===== src/rtl/set_assoc_cache.sv =====
// set_assoc_cache: N-way set-associative write-through cache with a registered
// miss-refill FSM, round-robin replacement, per-set flush and saturating counters.

module set_assoc_cache_way #(
  parameter int INDEX_WIDTH = 4,
  parameter int TAG_WIDTH   = 26,
  parameter int DATA_WIDTH  = 32
) (
  input  logic                   iCLK,
  input  logic                   iRST_N,
  input  logic [INDEX_WIDTH-1:0] idx,
  input  logic [TAG_WIDTH-1:0]   tag,
  input  logic                   fill_en,
  input  logic                   wr_en,
  input  logic [DATA_WIDTH-1:0]  wdata,
  input  logic                   clr_en,
  input  logic [INDEX_WIDTH-1:0] clr_idx,
  output logic                   vld,
  output logic                   hit,
  output logic [DATA_WIDTH-1:0]  rdata
);
  localparam int SETS = 1 << INDEX_WIDTH;

  logic [SETS-1:0]       vld_q;
  logic [TAG_WIDTH-1:0]  tag_q  [SETS];
  logic [DATA_WIDTH-1:0] data_q [SETS];

  always_ff @(posedge iCLK or negedge iRST_N)
    if (!iRST_N)      vld_q <= '0;
    else if (clr_en)  vld_q[clr_idx] <= 1'b0;
    else if (fill_en) vld_q[idx] <= 1'b1;

  // Tag/data need no reset: they are only observed through a set valid bit.
  always_ff @(posedge iCLK) begin
    if (fill_en)          tag_q[idx]  <= tag;
    if (fill_en || wr_en) data_q[idx] <= wdata;
  end

  assign vld   = vld_q[idx];
  assign hit   = vld_q[idx] && (tag_q[idx] == tag);
  assign rdata = data_q[idx];
endmodule

module set_assoc_cache #(
  parameter int INDEX_WIDTH = 4,
  parameter int WAYS        = 2,
  parameter int DATA_WIDTH  = 32,
  parameter int ADDR_WIDTH  = 32
) (
  input  logic                  iCLK,
  input  logic                  iRST_N,
  input  logic                  iReqValid,
  output logic                  oReqReady,
  input  logic                  iReqWe,
  input  logic [ADDR_WIDTH-1:0] iReqAddr,
  input  logic [DATA_WIDTH-1:0] iReqWData,
  output logic                  oRespValid,
  output logic [DATA_WIDTH-1:0] oRespData,
  output logic                  oMemReqValid,
  input  logic                  iMemReqReady,
  output logic                  oMemWe,
  output logic [ADDR_WIDTH-1:0] oMemAddr,
  output logic [DATA_WIDTH-1:0] oMemWData,
  input  logic                  iMemRespValid,
  input  logic [DATA_WIDTH-1:0] iMemRData,
  input  logic                  iFlush,
  output logic                  oFlushDone,
  output logic [31:0]           oHitCount,
  output logic [31:0]           oMissCount
);
  localparam int TAG_WIDTH = ADDR_WIDTH - INDEX_WIDTH - 2;
  localparam int SETS      = 1 << INDEX_WIDTH;
  localparam int PTR_W     = (WAYS > 1) ? $clog2(WAYS) : 1;
  localparam int WORD_W    = ADDR_WIDTH - 2;

  typedef enum logic [2:0] {IDLE, LOOKUP, MEM_REQ, MEM_WAIT, RESP, FLUSH} state_t;

  state_t                 state;
  logic [WORD_W-1:0]      req_word;
  logic                   req_we;
  logic [DATA_WIDTH-1:0]  req_wdata;
  logic                   flush_pending;
  logic [INDEX_WIDTH-1:0] flush_idx;
  logic [PTR_W-1:0]       vptr [SETS];
  logic [31:0]            hit_cnt, miss_cnt;

  logic                   resp_valid, mem_req_valid, mem_we, flush_done;
  logic [DATA_WIDTH-1:0]  resp_data, mem_wdata;
  logic [ADDR_WIDTH-1:0]  mem_addr;

  logic [INDEX_WIDTH-1:0] cur_idx;
  logic [TAG_WIDTH-1:0]   cur_tag;
  logic [WAYS-1:0]        way_vld, way_hit, fill_sel;
  logic [WAYS-1:0][DATA_WIDTH-1:0] way_rdata;
  logic                   any_hit, all_vld, fill_en, wr_hit, clr_en;
  logic [DATA_WIDTH-1:0]  hit_data, way_wdata;
  logic [PTR_W-1:0]       vic_way;
  logic                   unused_addr_bits;

  assign unused_addr_bits = ^iReqAddr[1:0];

  assign cur_idx   = req_word[INDEX_WIDTH-1:0];
  assign cur_tag   = req_word[WORD_W-1:INDEX_WIDTH];
  assign fill_en   = (state == MEM_WAIT) && iMemRespValid;
  assign wr_hit    = (state == LOOKUP) && req_we && any_hit;
  assign clr_en    = (state == FLUSH);
  assign way_wdata = fill_en ? iMemRData : req_wdata;

  for (genvar w = 0; w < WAYS; w++) begin : g_way
    set_assoc_cache_way #(
      .INDEX_WIDTH(INDEX_WIDTH), .TAG_WIDTH(TAG_WIDTH), .DATA_WIDTH(DATA_WIDTH)
    ) u_way (
      .iCLK    (iCLK),
      .iRST_N  (iRST_N),
      .idx     (cur_idx),
      .tag     (cur_tag),
      .fill_en (fill_en && fill_sel[w]),
      .wr_en   (wr_hit && way_hit[w]),
      .wdata   (way_wdata),
      .clr_en  (clr_en),
      .clr_idx (flush_idx),
      .vld     (way_vld[w]),
      .hit     (way_hit[w]),
      .rdata   (way_rdata[w])
    );
  end

  // Victim: lowest invalid way, otherwise the set's round-robin pointer.
  always_comb begin
    any_hit  = 1'b0;
    hit_data = '0;
    for (int w = 0; w < WAYS; w++)
      if (way_hit[w]) begin
        any_hit  = 1'b1;
        hit_data = way_rdata[w];
      end
    all_vld = &way_vld;
    vic_way = vptr[cur_idx];
    if (!all_vld)
      for (int w = WAYS - 1; w >= 0; w--)
        if (!way_vld[w]) vic_way = PTR_W'(w);
    fill_sel = '0;
    for (int w = 0; w < WAYS; w++)
      fill_sel[w] = (vic_way == PTR_W'(w));
  end

  always_ff @(posedge iCLK or negedge iRST_N)
    if (!iRST_N) begin
      for (int s = 0; s < SETS; s++) vptr[s] <= '0;
    end else if (clr_en) begin
      vptr[flush_idx] <= '0;
    end else if (fill_en && all_vld) begin
      vptr[cur_idx] <= (vptr[cur_idx] == PTR_W'(WAYS - 1)) ? '0 : vptr[cur_idx] + 1'b1;
    end

  function automatic logic [31:0] sat_inc(input logic [31:0] c);
    return (&c) ? c : c + 32'd1;
  endfunction

  assign oReqReady = iRST_N && (state == IDLE) && !flush_pending && !iFlush;

  always_ff @(posedge iCLK or negedge iRST_N)
    if (!iRST_N) begin
      state         <= IDLE;
      req_word      <= '0;
      req_we        <= 1'b0;
      req_wdata     <= '0;
      flush_pending <= 1'b0;
      flush_idx     <= '0;
      hit_cnt       <= '0;
      miss_cnt      <= '0;
      resp_valid    <= 1'b0;
      resp_data     <= '0;
      mem_req_valid <= 1'b0;
      mem_we        <= 1'b0;
      mem_addr      <= '0;
      mem_wdata     <= '0;
      flush_done    <= 1'b0;
    end else begin
      resp_valid <= 1'b0;
      flush_done <= 1'b0;
      if (iFlush) flush_pending <= 1'b1;
      case (state)
        IDLE:
          if (flush_pending) begin
            state         <= FLUSH;
            flush_idx     <= '0;
            flush_pending <= iFlush;
          end else if (iReqValid && oReqReady) begin
            req_word  <= iReqAddr[ADDR_WIDTH-1:2];
            req_we    <= iReqWe;
            req_wdata <= iReqWData;
            state     <= LOOKUP;
          end
        LOOKUP: begin
          if (any_hit) hit_cnt  <= sat_inc(hit_cnt);
          else         miss_cnt <= sat_inc(miss_cnt);
          if (!req_we && any_hit) begin
            resp_data  <= hit_data;
            resp_valid <= 1'b1;
            state      <= RESP;
          end else begin
            mem_req_valid <= 1'b1;
            mem_we        <= req_we;
            mem_addr      <= {req_word, 2'b00};
            mem_wdata     <= req_we ? req_wdata : '0;
            state         <= MEM_REQ;
          end
        end
        MEM_REQ:
          if (iMemReqReady) begin
            mem_req_valid <= 1'b0;
            mem_we        <= 1'b0;
            mem_addr      <= '0;
            mem_wdata     <= '0;
            if (mem_we) begin
              resp_data  <= '0;
              resp_valid <= 1'b1;
              state      <= RESP;
            end else begin
              state <= MEM_WAIT;
            end
          end
        MEM_WAIT:
          if (iMemRespValid) begin
            resp_data  <= iMemRData;
            resp_valid <= 1'b1;
            state      <= RESP;
          end
        RESP: begin
          resp_data <= '0;
          state     <= IDLE;
        end
        FLUSH: begin
          flush_idx <= flush_idx + 1'b1;
          if (&flush_idx) state <= IDLE;
          else flush_done <= (flush_idx == INDEX_WIDTH'(SETS - 2));
        end
        default: state <= IDLE;
      endcase
    end

  assign oRespValid   = resp_valid;
  assign oRespData    = resp_data;
  assign oMemReqValid = mem_req_valid;
  assign oMemWe       = mem_we;
  assign oMemAddr     = mem_addr;
  assign oMemWData    = mem_wdata;
  assign oFlushDone   = flush_done;
  assign oHitCount    = hit_cnt;
  assign oMissCount   = miss_cnt;
endmodule


===== config.mk =====
export PLATFORM = sky130hd
export DESIGN_NAME = set_assoc_cache
export DESIGN_NICKNAME = d
export VERILOG_FILES = /design/src/rtl/set_assoc_cache.sv
export SDC_FILE = /design/constraint.sdc
export NUM_CORES = 2
export LEC_CHECK = 0
export BUFFER_PORTS_ARGS = -buffer_cell sky130_fd_sc_hd__buf_4
export CAP_MARGIN = 20
export CORE_MARGIN = 10
export CORE_UTILIZATION = 50
export CTS_CLUSTER_SIZE = 16
export DETAILED_ROUTE_END_ITERATION = 8
export PLACE_DENSITY = 0.66
export SLEW_MARGIN = 20
export SYNTH_ARGS = -nofsm -noshare
export SYNTH_HDL_FRONTEND = slang
export SYNTH_SLANG_ARGS = --single-unit

===== constraint.sdc =====
create_clock -name iCLK -period 7.7 [get_ports iCLK]
set_input_delay 1.54 -clock iCLK [delete_from_list [all_inputs] [get_ports iCLK]]
set_output_delay 1.54 -clock iCLK [all_outputs]
set_load 0.1 [all_outputs]

==> results by group <==
Floorplan
  • FP Rows: 151
  • Die Span Y: 432 µm
  • Die Span X: 432 µm
  • Core area: 169,000 µm²
  • DIE AREA: 187,000 µm²
  • Initial Util: 50.2%
  • IO Pins: 268

STA
  • Slew margin rel.: 26.7%
  • Max Slew Vio Count: 0
  • Final setup viols: 0
  • Final hold violations: 0
  • Setup slack after layout: 1.49 ns
  • Worst-Margin Slew: 1.10 ns
  • Unrepaired setup endpoints after global routing: no
  • Clock Skew: 0.0346 ns
  • F_max: 161 MHz
  • Final period utilization: 80.6%
  • Min Tclk post-route: 6.21 ns
  • Setup TNS: 0 ns

Clock tree
  • Clock-pin slew on the worst setup and hold paths: 0.06 ns
  • CTS Buf Count: 211
  • Clock Path Buffers: 3
  • CTS root buffer: clkbuf_16
  • CTS Sinks: 2,137
  • Hold_buf cts: 0
  • H-tree depth: 4
  • Post-CTS setup buffers: 0
  • Clk Latency, worst-skew pair: 0.87 ns
  • CTS resizes: 0
  • TritonCTS clock tree: built

Worst setup path
  • Crit path DAT: 6.70 ns
  • FF-to-FF path depth: 13
  • Crit-path cells: buf_12 -> buf_4 -> mux4_2 -> mux2i_1 -> o22a_1 -> o221a_2 -> o211ai_1 -> or4b_4 -> nor3_2 -> a21boi_4 -> buf_16 -> nor2_4 -> buf_4
  • CP endpoint: g_way[0].u_way.data_q[7][6]
  • Flop-to-flop setup slack: 1.49 ns
  • Reg-to-reg endpoint: g_way[0].u_way.data_q[7][6]
  • Worst setup startpoint: req_word[0]
  • CP max FO: 64
  • Critical Path End Type: flip-flop
  • CP peak stage delay: 1.02 ns
  • Reg2Reg Launch Point: req_word[0]
  • Critical path's slowest cell: dfrtp_4
  • Startpoint Class: flip-flop
  • Setup CP Type: flip-flop to flip-flop
  • Most common cell type on the critical path: buf_4
  • Worst path required time: 8.19 ns

Power and ir drop
  • Maximum vdd ir drop: 286 µV
  • P per Cell Area: 374 nW/µm²
  • Total power: 36.5 mW
  • Lkg Pwr: 33.0 nW

Synth
  • Synth cell types: 84
  • Number of synthesized flops with an enable pin: 1,856
  • Syn_area_per_cell: 19.9 µm²
  • Sequential area share after synthesis: 73.8%
  • Area leader, netlist: edfxtp_1
  • Area share of the largest cell type after synthesis: 65.5%
  • #FFs+latches synth: 2,137
  • Synth top area cells: edfxtp_1 (66%), mux4_2 (13%), dfrtp_1 (8.3%)
  • Synth Flop Type: edfxtp_1
  • Async set or reset register ratio after synthesis: 13.1%
  • Post-Syn Instances: 4,274
  • Synthesized area: 85,000 µm²
  • Syn. warnings: 0

GRT
  • Total global routing overflow: 0
  • Initial antenna violation count: 10
  • Largest net degree at the start of global routing: 146
  • Aggregate global-route resource usage: 23.7%
  • First-pass GRT wire length: 322 mm
  • Vias in the first global route: 44,800

Routing
  • Final WL: 223 mm
  • Via count: 44,400
  • Vias per cell: 6.27
  • Detail Route Antenna Nets: 0
  • Pre-antenna DRT Iters: 6
  • # DRC: 0
  • Wire per inst: 31.5 µm
  • DRT iter0 DRCs: 5,247

Cells and area
  • Finished layout cell area: 97,600 µm²
  • Nets: 4,783
  • Share of cells above drive strength 1: 30.1%
  • Fill count: 12,500
  • Layout area overhead: 14.7%
  • Commonest non-fill, non-tap cell in the layout: edfxtp_1
  • Most frequent cells in the layout: edfxtp_1 (1,856), mux4_2 (476), buf_4 (414)

Hold path
  • Min-delay worst type: flip-flop to flip-flop

Placement
  • GP Congestion: 0.857
  • Pre-CTS setup slack: 1.50 ns
  • Post-DP Area: 90,500 µm²
  • Port buffer count: 263
  • Dpl hpwl: 131 mm

Outcome
  • Outcome: finished clean

Flow run
  • Max-cap violations: 0
## how the worst min path moves through the flow
stage	to	slack [ns]	cells after the start	startpoint
2_1_floorplan	g_way[0].u_way.vld_q[10]	0.44	1	g_way[0].u_way.vld_q[10]
3_3_place_gp	g_way[0].u_way.vld_q[11]	0.46	1	g_way[0].u_way.vld_q[11]
3_5_place_dp	g_way[0].u_way.vld_q[11]	0.46	1	g_way[0].u_way.vld_q[11]
4_1_cts	g_way[0].u_way.vld_q[11]	0.47	1	g_way[0].u_way.vld_q[11]
5_1_grt	g_way[0].u_way.vld_q[0]	0.50	1	g_way[0].u_way.vld_q[0]
6_report	g_way[0].u_way.vld_q[11]	0.47	1	g_way[0].u_way.vld_q[11]
## layout make-up
cell class,instances,area (µm²),share of cell area [%]
diodes,3,7.51,0.00769
clock buffers,269,5690,5.83
clock inverters,123,1310,1.34
inverters,41,159,0.163
multi-input cells,1855,21500,22.0
flip-flops and latches,2137,62800,64.3
well taps,2218,2780,2.84
repair buffers,428,3390,3.47
## where the power goes
group,internal [mW],leakage [nW],switching (mW)
clock network,5.86,3.42,4.47
logic,3.89,8.87,7.29
registers,14.4,20.7,0.544
## synthesized netlist by cell type (57+ instances only)
library cell     n
buf_2           57
mux2_2         128
xnor2_1         88
nor2_1         111
edfxtp_1      1856
dfrtp_1        281
o21ai_0        109
nand3_1        128
mux4_2         476
clkbuf_1       123
nand2_1        114
mux2i_1        194
## metal layers
layer	routed length (µm)	track usage [%]	up-vias
li1	-	-	18300
met1	88700	32.5	23800
met2	112000	39.2	1864
met3	15600	3.79	350
met4	6840	7.34	0
met5	0	0	-
## registers in the layout, summed over array words and instances, names as in the netlist, 32 cells and up
name / count
g_way.u_way.vld_q: 32
g_way.u_way.tag_q: 832
req_wdata: 32
oRespData: 32
oHitCount: 32
oMemWData: 32
oMissCount: 32
g_way.u_way.data_q: 1024
## critical path: cells and delay by family (launching register included)
| kind | cells | cell delay (ns) |
|---|---|---|
| simple gates | 3 | 1.30 |
| mux | 2 | 0.84 |
| compound gates | 4 | 0.81 |
| flops | 1 | 1.02 |
| buf+inv | 4 | 1.67 |
## through the flow
stage	util [%]	hold WS, ns	std cells
floorplan	-	0.444	4275
global placement	53.4	0.455	6672
detailed placement	53.5	0.460	6675
CTS	57.6	0.474	7067
global route	57.6	0.496	7073
finish	57.6	0.472	7074
## cell families (layout without fill, tap and decap cells)
kind of cell,count (synthesis),in the layout,synth area share [%]
buffers and inverters,283,861,1.64
xor gates and xnor gates,118,118,1.22
and+or+nand+nor,518,518,3.11
AOI/OAI and AO/OA,383,383,3.16
muxes,828,828,17.0
other,1,5,0.00441
DFF,2137,2137,73.8
adders and majority gates,6,6,0.0883
Note: power is estimated with default switching activity, not from simulation.
